`config.mk`:
```
export PLATFORM = sky130hd
export DESIGN_NAME = truth_table_sweeper
export DESIGN_NICKNAME = d
export VERILOG_FILES = /design/src/rtl/truth_table_sweeper.sv
export SDC_FILE = /design/constraint.sdc
export NUM_CORES = 1
export LEC_CHECK = 0
export ABC_AREA = 0
export CORE_MARGIN = 2
export CORE_UTILIZATION = 53
export CTS_BUF_LIST = sky130_fd_sc_hd__clkbuf_16
export CTS_CLUSTER_DIAMETER = 100
export DETAILED_ROUTE_END_ITERATION = 8
export PLACE_DENSITY = 0.84
export SYNTH_ARGS = -nofsm -noshare
export SYNTH_HDL_FRONTEND = slang
export SYNTH_SLANG_ARGS = --single-unit
```
`constraint.sdc`:
```
create_clock -name clk -period 2.8 [get_ports clk]
set_input_delay 0.84 -clock clk [delete_from_list [all_inputs] [get_ports clk]]
set_output_delay 0.84 -clock clk [all_outputs]
set_load 0.03 [all_outputs]
```
`src/rtl/truth_table_sweeper.sv`:
```
// -----------------------------------------------------------------------------
// truth_table_sweeper
// Drives every combination of an N_IN-bit input vector into two implementations
// of the same logic function: a sum-of-products (SOP) and a product-of-sums (POS)
// gate-level block. It samples both outputs once each vector has settled, and
// records the SOP truth table. It also counts the vectors where the two outputs
// disagree and reports the lowest such vector. Each start request runs one sweep.
//
// Parameters
//   N_IN    number of function inputs (2..6)
//   SETTLE  cycles each vector is held before it is sampled (>=1)
//
// Ports
//   clk          rising-edge clock for all state
//   rst          synchronous, active-high reset
//   start        sweep request, accepted only in IDLE once done has dropped
//   f_sop        SOP implementation output
//   f_pos        POS implementation output
//   vec          current input vector (MSB is function input a)
//   busy         high while a sweep is running
//   done         single-cycle pulse when a sweep completes
//   table_out    bit k holds f_sop sampled while vec==k
//   mism_cnt     number of vectors where f_sop != f_pos
//   first_mism   lowest vector index that mismatched
//   first_valid  first_mism holds a real index
//   match        sweep finished with no mismatches
// -----------------------------------------------------------------------------
module truth_table_sweeper #(
   parameter int N_IN   = 4,
   parameter int SETTLE = 1
) (
   input  logic                    clk,
   input  logic                    rst,
   input  logic                    start,
   input  logic                    f_sop,
   input  logic                    f_pos,
   output logic [N_IN-1:0]         vec,
   output logic                    busy,
   output logic                    done,
   output logic [(1<<N_IN)-1:0]    table_out,
   output logic [N_IN:0]           mism_cnt,
   output logic [N_IN-1:0]         first_mism,
   output logic                    first_valid,
   output logic                    match
);

   localparam int NV = 1 << N_IN;
   // The wait counter only has to reach SETTLE-1, so it needs at least one bit.
   localparam int CW = (SETTLE > 1) ? $clog2(SETTLE) : 1;
   localparam logic [CW-1:0]   WAIT_LAST = CW'(SETTLE - 1);
   localparam logic [CW-1:0]   WAIT_ONE  = CW'(1);
   localparam logic [N_IN-1:0] VEC_LAST  = {N_IN{1'b1}};
   localparam logic [N_IN-1:0] VEC_ONE   = N_IN'(1);
   localparam logic [N_IN:0]   MISM_ONE  = (N_IN + 1)'(1);

   typedef enum logic [1:0] {
      ST_IDLE   = 2'd0,
      ST_WAIT   = 2'd1,
      ST_SAMPLE = 2'd2
   } state_t;

   state_t            state_r;
   state_t            stateNext_s;
   logic [CW-1:0]     waitCnt_r;
   logic [CW-1:0]     waitCntNext_s;
   logic [N_IN-1:0]   vecNext_s;
   logic              busyNext_s;
   logic              doneNext_s;
   logic [NV-1:0]     tableNext_s;
   logic [N_IN:0]     mismCntNext_s;
   logic [N_IN-1:0]   firstMismNext_s;
   logic              firstValidNext_s;
   logic              matchNext_s;
   logic              mismNow_s;

   assign mismNow_s = f_sop ^ f_pos;

   // Next-state and next-output logic for the sweep sequencer.
   always_comb begin
      stateNext_s      = state_r;
      waitCntNext_s    = waitCnt_r;
      vecNext_s        = vec;
      busyNext_s       = busy;
      doneNext_s       = 1'b0;
      tableNext_s      = table_out;
      mismCntNext_s    = mism_cnt;
      firstMismNext_s  = first_mism;
      firstValidNext_s = first_valid;
      matchNext_s      = match;

      case (state_r)
         ST_IDLE: begin
            // While done is still high the FSM is already back in IDLE, but a
            // start in that cycle must not launch a new sweep.
            if (start && !done) begin
               vecNext_s        = {N_IN{1'b0}};
               waitCntNext_s    = {CW{1'b0}};
               tableNext_s      = {NV{1'b0}};
               mismCntNext_s    = {(N_IN + 1){1'b0}};
               firstMismNext_s  = {N_IN{1'b0}};
               firstValidNext_s = 1'b0;
               matchNext_s      = 1'b0;
               busyNext_s       = 1'b1;
               stateNext_s      = ST_WAIT;
            end else begin
               stateNext_s = ST_IDLE;
            end
         end

         ST_WAIT: begin
            if (waitCnt_r == WAIT_LAST) begin
               stateNext_s = ST_SAMPLE;
            end else begin
               waitCntNext_s = waitCnt_r + WAIT_ONE;
            end
         end

         ST_SAMPLE: begin
            tableNext_s[vec] = f_sop;
            if (mismNow_s) begin
               mismCntNext_s = mism_cnt + MISM_ONE;
            end else begin
               mismCntNext_s = mism_cnt;
            end
            if (mismNow_s && !first_valid) begin
               firstMismNext_s  = vec;
               firstValidNext_s = 1'b1;
            end else begin
               firstValidNext_s = first_valid;
            end
            if (vec != VEC_LAST) begin
               vecNext_s     = vec + VEC_ONE;
               waitCntNext_s = {CW{1'b0}};
               stateNext_s   = ST_WAIT;
            end else begin
               // The match flag must include the sample taken on this edge.
               busyNext_s  = 1'b0;
               doneNext_s  = 1'b1;
               matchNext_s = (mismCntNext_s == {(N_IN + 1){1'b0}});
               stateNext_s = ST_IDLE;
            end
         end

         default: begin
            busyNext_s  = 1'b0;
            stateNext_s = ST_IDLE;
         end
      endcase
   end

   // State and output registers; reset wins over any sweep activity.
   always_ff @(posedge clk) begin
      if (rst) begin
         state_r     <= ST_IDLE;
         waitCnt_r   <= {CW{1'b0}};
         vec         <= {N_IN{1'b0}};
         busy        <= 1'b0;
         done        <= 1'b0;
         table_out   <= {NV{1'b0}};
         mism_cnt    <= {(N_IN + 1){1'b0}};
         first_mism  <= {N_IN{1'b0}};
         first_valid <= 1'b0;
         match       <= 1'b0;
      end else begin
         state_r     <= stateNext_s;
         waitCnt_r   <= waitCntNext_s;
         vec         <= vecNext_s;
         busy        <= busyNext_s;
         done        <= doneNext_s;
         table_out   <= tableNext_s;
         mism_cnt    <= mismCntNext_s;
         first_mism  <= firstMismNext_s;
         first_valid <= firstValidNext_s;
         match       <= matchNext_s;
      end
   end

endmodule
```
# After elaboration in Yosys (flattened, before gate mapping)
# Cells that the tools add are included.
[classes]
reduce_logical = 16
magnitude_cmp = 2
bitwise = 3
muxes = 30
n_eq_ne = 8
n_addsub = 3
[op_table]
columns = ["op", "count"]
rows = [
  ["one-hot mux 16 bit (2 select lines)", 1],
  ["bitwise mux 16 bit", 1],
  ["2-to-1 mux 16 bit", 1],
  ["one-hot mux 4 bit (2 select lines)", 2],
  ["2-to-1 mux 5 bit", 3],
  ["AND reduction 3 bit", 5],
  ["2-to-1 mux 4 bit", 3],
  ["2-to-1 mux 1 bit", 11],
  ["!= test 2 bit (second input constant)", 5],
  ["one-hot mux 5 bit (2 select lines)", 1],
  ["one-hot mux 1 bit (3 select lines)", 2],
  ["one-hot mux 2 bit (3 select lines)", 1],
  ["adder 5 x 1 -> 5 bit (second input constant)", 1],
  ["zero test 5 bit", 1],
  ["less-than comparator 4 x 5 -> 1 bit (second input constant)", 1],
  ["adder 4 x 1 -> 4 bit (second input constant)", 1],
  ["demux 1 bit (select 4 bit)", 1],
  ["greater-or-equal comparator 4 x 1 -> 1 bit (second input constant)", 1],
  ["!= test 4 bit (second input constant)", 1],
  ["one-hot mux 1 bit (2 select lines)", 2],
  ["logical AND 1 bit", 3],
  ["nonzero test 3 bit", 1],
  ["equality test 2 x 1 -> 1 bit (second input constant)", 1],
  ["equality test 2 bit (second input constant)", 1],
  ["9 further kinds", 11],
]
[totals]
regBits = 36
in_bits = 5
output_inout_bits = 33

# Logic depth before layout (Yosys ltp)
[depth]
word_depth = 6
depth_mapped = 6
ltp_nobuf = 5

# Least setup slack after synthesis
# Ideal clock, no wire load.
[synth_timing]
kind = "input-to-reg"
from = "input start"
to = "register vec[3]"
setup_slack_ps = 726
setup_time_ps = 70
path_stages = 5
t_arrival_ps = 2004
path_buffers = 1
cell_sequence = "or4b_1 -> buf_2 -> a21boi_4 -> or3_1 -> a21oi_1"
[synth_between]
elab_chain_len = 3
[synth_rtl]
columns = ["item", "line", "text"]
rows = [
  ["from (decl)", "34", "input logic start,"],
  ["logical AND 1 bit", "95", "if (start && !done) begin"],
  ["!= test 2 bit (no source line)", "--", ""],
  ["AND reduction 3 bit (no source line)", "--", ""],
  ["to (signal assigned)", "156", "vec <= {N_IN{1'b0}};"],
  ["to (signal assigned)", "167", "vec <= vecNext_s;"],
  ["to (decl)", "37", "output logic [N_IN-1:0] vec,"],
]
# No other way between the ends.
# A chain may end at the register's enable or synchronous reset.

# Final worst setup path
[layout_timing]
from = "input f_sop"
to = "register first_mism[1]"
[layout_between]
elab_chain_len = 4
[layout_rtl]
columns = ["item", "line", "text"]
rows = [
  ["from (decl)", "35", "input logic f_sop,"],
  ["bitwise XOR 1 bit", "76", "assign mismNow_s = f_sop ^ f_pos;"],
  ["logical AND 1 bit", "125", "if (mismNow_s && !first_valid) begin"],
  ["!= test 2 bit (no source line)", "--", ""],
  ["AND reduction 3 bit (no source line)", "--", ""],
  ["to (signal assigned)", "161", "first_mism <= {N_IN{1'b0}};"],
  ["to (signal assigned)", "172", "first_mism <= firstMismNext_s;"],
  ["to (decl)", "42", "output logic [N_IN-1:0] first_mism,"],
]
# No other way between the ends.

==> metrics.txt <==
layout cell share with drive strength beyond 1 5.195%; critical path's largest stage delay 0.65 ns; H-Tree Depth 2; WP buf/inv 1; GRT overflow 0; power per cell area 512.6 nW/um^2; Util after Layout 72.58%; crit-path cells clkdlybuf4s50_1, xnor2_1, nor3_1, nand3b_1, a21oi_1; Synth async-reset ratio 0%; total global-route track usage 27.60%; Top FF cell, synth dfxtp_1; Req. time, crit path 2.95 ns; Root Driver clkbuf_16; Nets 240; Layout Cells excl Fill 264; largest family of logic cells by synthesized area simple AND/OR/NAND/NOR gates; chip width 59.80 um; CTS Sinks 35; Post-Synthesis Cells 196; largest net degree at the start of global routing 34; Fillers 237; Synth-to-Final Area Change 32.07%; port bufs 37; wire per inst 17.59 um; top-count cell post-synth dfxtp_1; post-cts repair resize count 0; register area share after synthesis 42.46%; Worst path slowest cell nor3_1; Final Hold Vio Count 0; unique cell type count in the Yosys netlist 31; Final Slew Violations 0; Setup crit end kind register; startpoint types primary input; Syn Std Cell Area 1650 um^2; Synth Area in Compound Gates 23.58%; CTS Hold Bufs 0; CTS tree done; DR iter-0 viols 95; Die Y 59.80 um; final instance area 2180 um^2; via count 1,656; maximum clock frequency 428.9 MHz; area occupied by multi-input gates 867.1 um^2; Longest Clk Path Bufs 2; Avg Cell Area, Syn 8.420 um^2; MaxCap Viol Count 0; Die Footprint 3576 um^2; Max VDD drop 0.3123 mV; Worst Hold Class register to register; setup ws final 0.4682 ns; placed cell area 2043 um^2; Yosys warning count 0; RSZ-0062 raised after global routing no; ranking of synthesized cells by area dfxtp_1 (42%), a21oi_1 (9.7%), nand4_1 (6.1%), o211ai_1 (5.5%), ha_1 (3.8%); starting density of the core 54.96%; Routed WL 4644 um; antenna cells 0; LEAKAGE 0.6945 nW; dpl hpwl 3092 um; # IOs 38; first-pass GRT wire length 7300 um; pre-CTS setup slack 0.1907 ns; # rows 20; CP delay by family, top simple AND/OR/NAND/NOR gates; CP Max Fanout 9; initial antenna violation count 0; Clock Latency Late Sink 0.28 ns; Final Wtd Congestion 0.8623; number of vias per cell 6.273; CP arrival 2.48 ns; Core ar. 3003 um^2; DRC viols 0; First-pass DRT Iterations 4; most frequent cells after synthesis dfxtp_1 (35), a21oi_1 (32), nand4_1 (16); Storage cell area 700.7 um^2; number of global-route vias before repair 1,579; antenna viol nets, final 0; final setup fails 0; setup TNS 0 ns; period utilisation layout 83.28%; post-layout min period 2.332 ns; Post-Synth Simple-Gate Area 24.11%; Setup Crit Path Kind primary input to register; syn nets 206; Post-CTS Setup Bufs 0; outcome completed; mux contribution to synthesized area 0%; Worst Tran Pin Value 0.7790 ns; Worst slew margin 47.66%; Synth top area share 42.46%; TritonCTS buffer count 5; Worst-path clk slew 0.05 ns; FF+latch count, synth 35; leading area contributor after synthesis dfxtp_1; dpl cells 256; adder-cell share of the synthesized area 3.791%; Post-Synth XOR/XNOR Area 1.061%; Final Skew 0.002493 ns; Post-synth EDFFs 0
[layer usage]
metal / global-route usage [%] / part of all wire, %
met1: 34.14 / 41
met2: 43.01 / 48
met3: 8.225 / 6.7
met4: 14.60 / 3.7
met5: 0 / 0
[state kept, by name, indices dropped and copies added, names as in the netlist]
| register | cells |
|---|---|
| first_mism | 4 |
| table_out | 16 |
| done | 1 |
| vec | 4 |
| first_valid | 1 |
| mism_cnt | 5 |
| busy | 1 |
| state_r | 2 |
| match | 1 |
[through the flow]
step	hold slack, ns	total power, mW
6_report	0.4836	1.117
5_1_grt	0.5119	1.150
4_1_cts	0.4831	1.119
3_5_place_dp	0.4762	0.6087
3_3_place_gp	0.4551	0.6054
2_1_floorplan	0.4896	0.5799
[kinds of logic after synthesis]
logic type                 count (synthesis)
DFF                                       35
AOI/OAI and AO/OA                         63
buffers and inverters                     21
xor gates and xnor gates                   2
and+or+nand+nor                           70
adders and majority gates                  5
[layout make-up]
class	instances	area share (%)
Clock buffer	5	5.741
Clock inverter	3	0.5166
Inverter	5	0.8611
Multi-Input combinational cell	140	39.78
Sequential cell	35	32.15
Tap cell	33	1.894
Timing Repair Buffer	43	19.06
[tightest hold or removal path: stages, from the launching register on]
cell and delay [ns]:
dfxtp_1 0.30, nand3_1 0.06, a21oi_1 0.07
[cells in the final DEF, fill, tap and decap left out]
| cell type | netlist | layout |
|---|---|---|
| a21oi_1 | 32 | 32 |
| buf_4 | 0 | 6 |
| a211oi_1 | 1 | 1 |
| or2_0 | 1 | 1 |
| ha_1 | 5 | 5 |
| nand2_1 | 13 | 13 |
| or3_1 | 5 | 5 |
| nor3b_1 | 2 | 2 |
| dfxtp_1 | 35 | 35 |
| a21o_1 | 3 | 3 |
| nand3_1 | 9 | 9 |
| nand4b_1 | 1 | 1 |
| xor2_1 | 1 | 1 |
| clkinv_1 | 0 | 2 |
| nand2b_1 | 5 | 5 |
| clkbuf_16 | 0 | 5 |
| nor2b_1 | 3 | 3 |
| o211ai_1 | 12 | 12 |
| xnor2_1 | 1 | 1 |
| a21boi_4 | 1 | 1 |
| nor2_1 | 3 | 3 |
| o21a_1 | 1 | 1 |
| and2_1 | 1 | 1 |
| o311ai_0 | 4 | 4 |
| o21ai_0 | 8 | 8 |
| o31ai_1 | 1 | 1 |
| nand3b_1 | 6 | 6 |
| nand4_1 | 16 | 16 |
| clkdlybuf4s50_1 | 0 | 37 |
| nor3_1 | 4 | 4 |
| or4b_1 | 1 | 1 |
| inv_1 | 5 | 6 |
[worst paths after layout]
kind | from | to | slack (ns) | depth (start not counted)
min reg2reg | table_out[15]$_SDFFE_PP0P_ | table_out[15]$_SDFFE_PP0P_ | 0.48 | 2
min | table_out[15]$_SDFFE_PP0P_ | table_out[15]$_SDFFE_PP0P_ | 0.48 | 2
max | f_sop | first_mism[1]$_SDFFE_PP0P_ | 0.47 | 5
max reg2reg | state_r[1]$_SDFF_PP0_ | table_out[1]$_SDFFE_PP0P_ | 1.00 | 5
[where the power goes]
group / internal [mW] / switching [mW] / total (mW)
registers: 0.504 / 0.00663 / 0.511
clock network: 0.320 / 0.197 / 0.516
logic: 0.0313 / 0.0591 / 0.0904
Note: power is estimated with default switching activity, not from simulation.
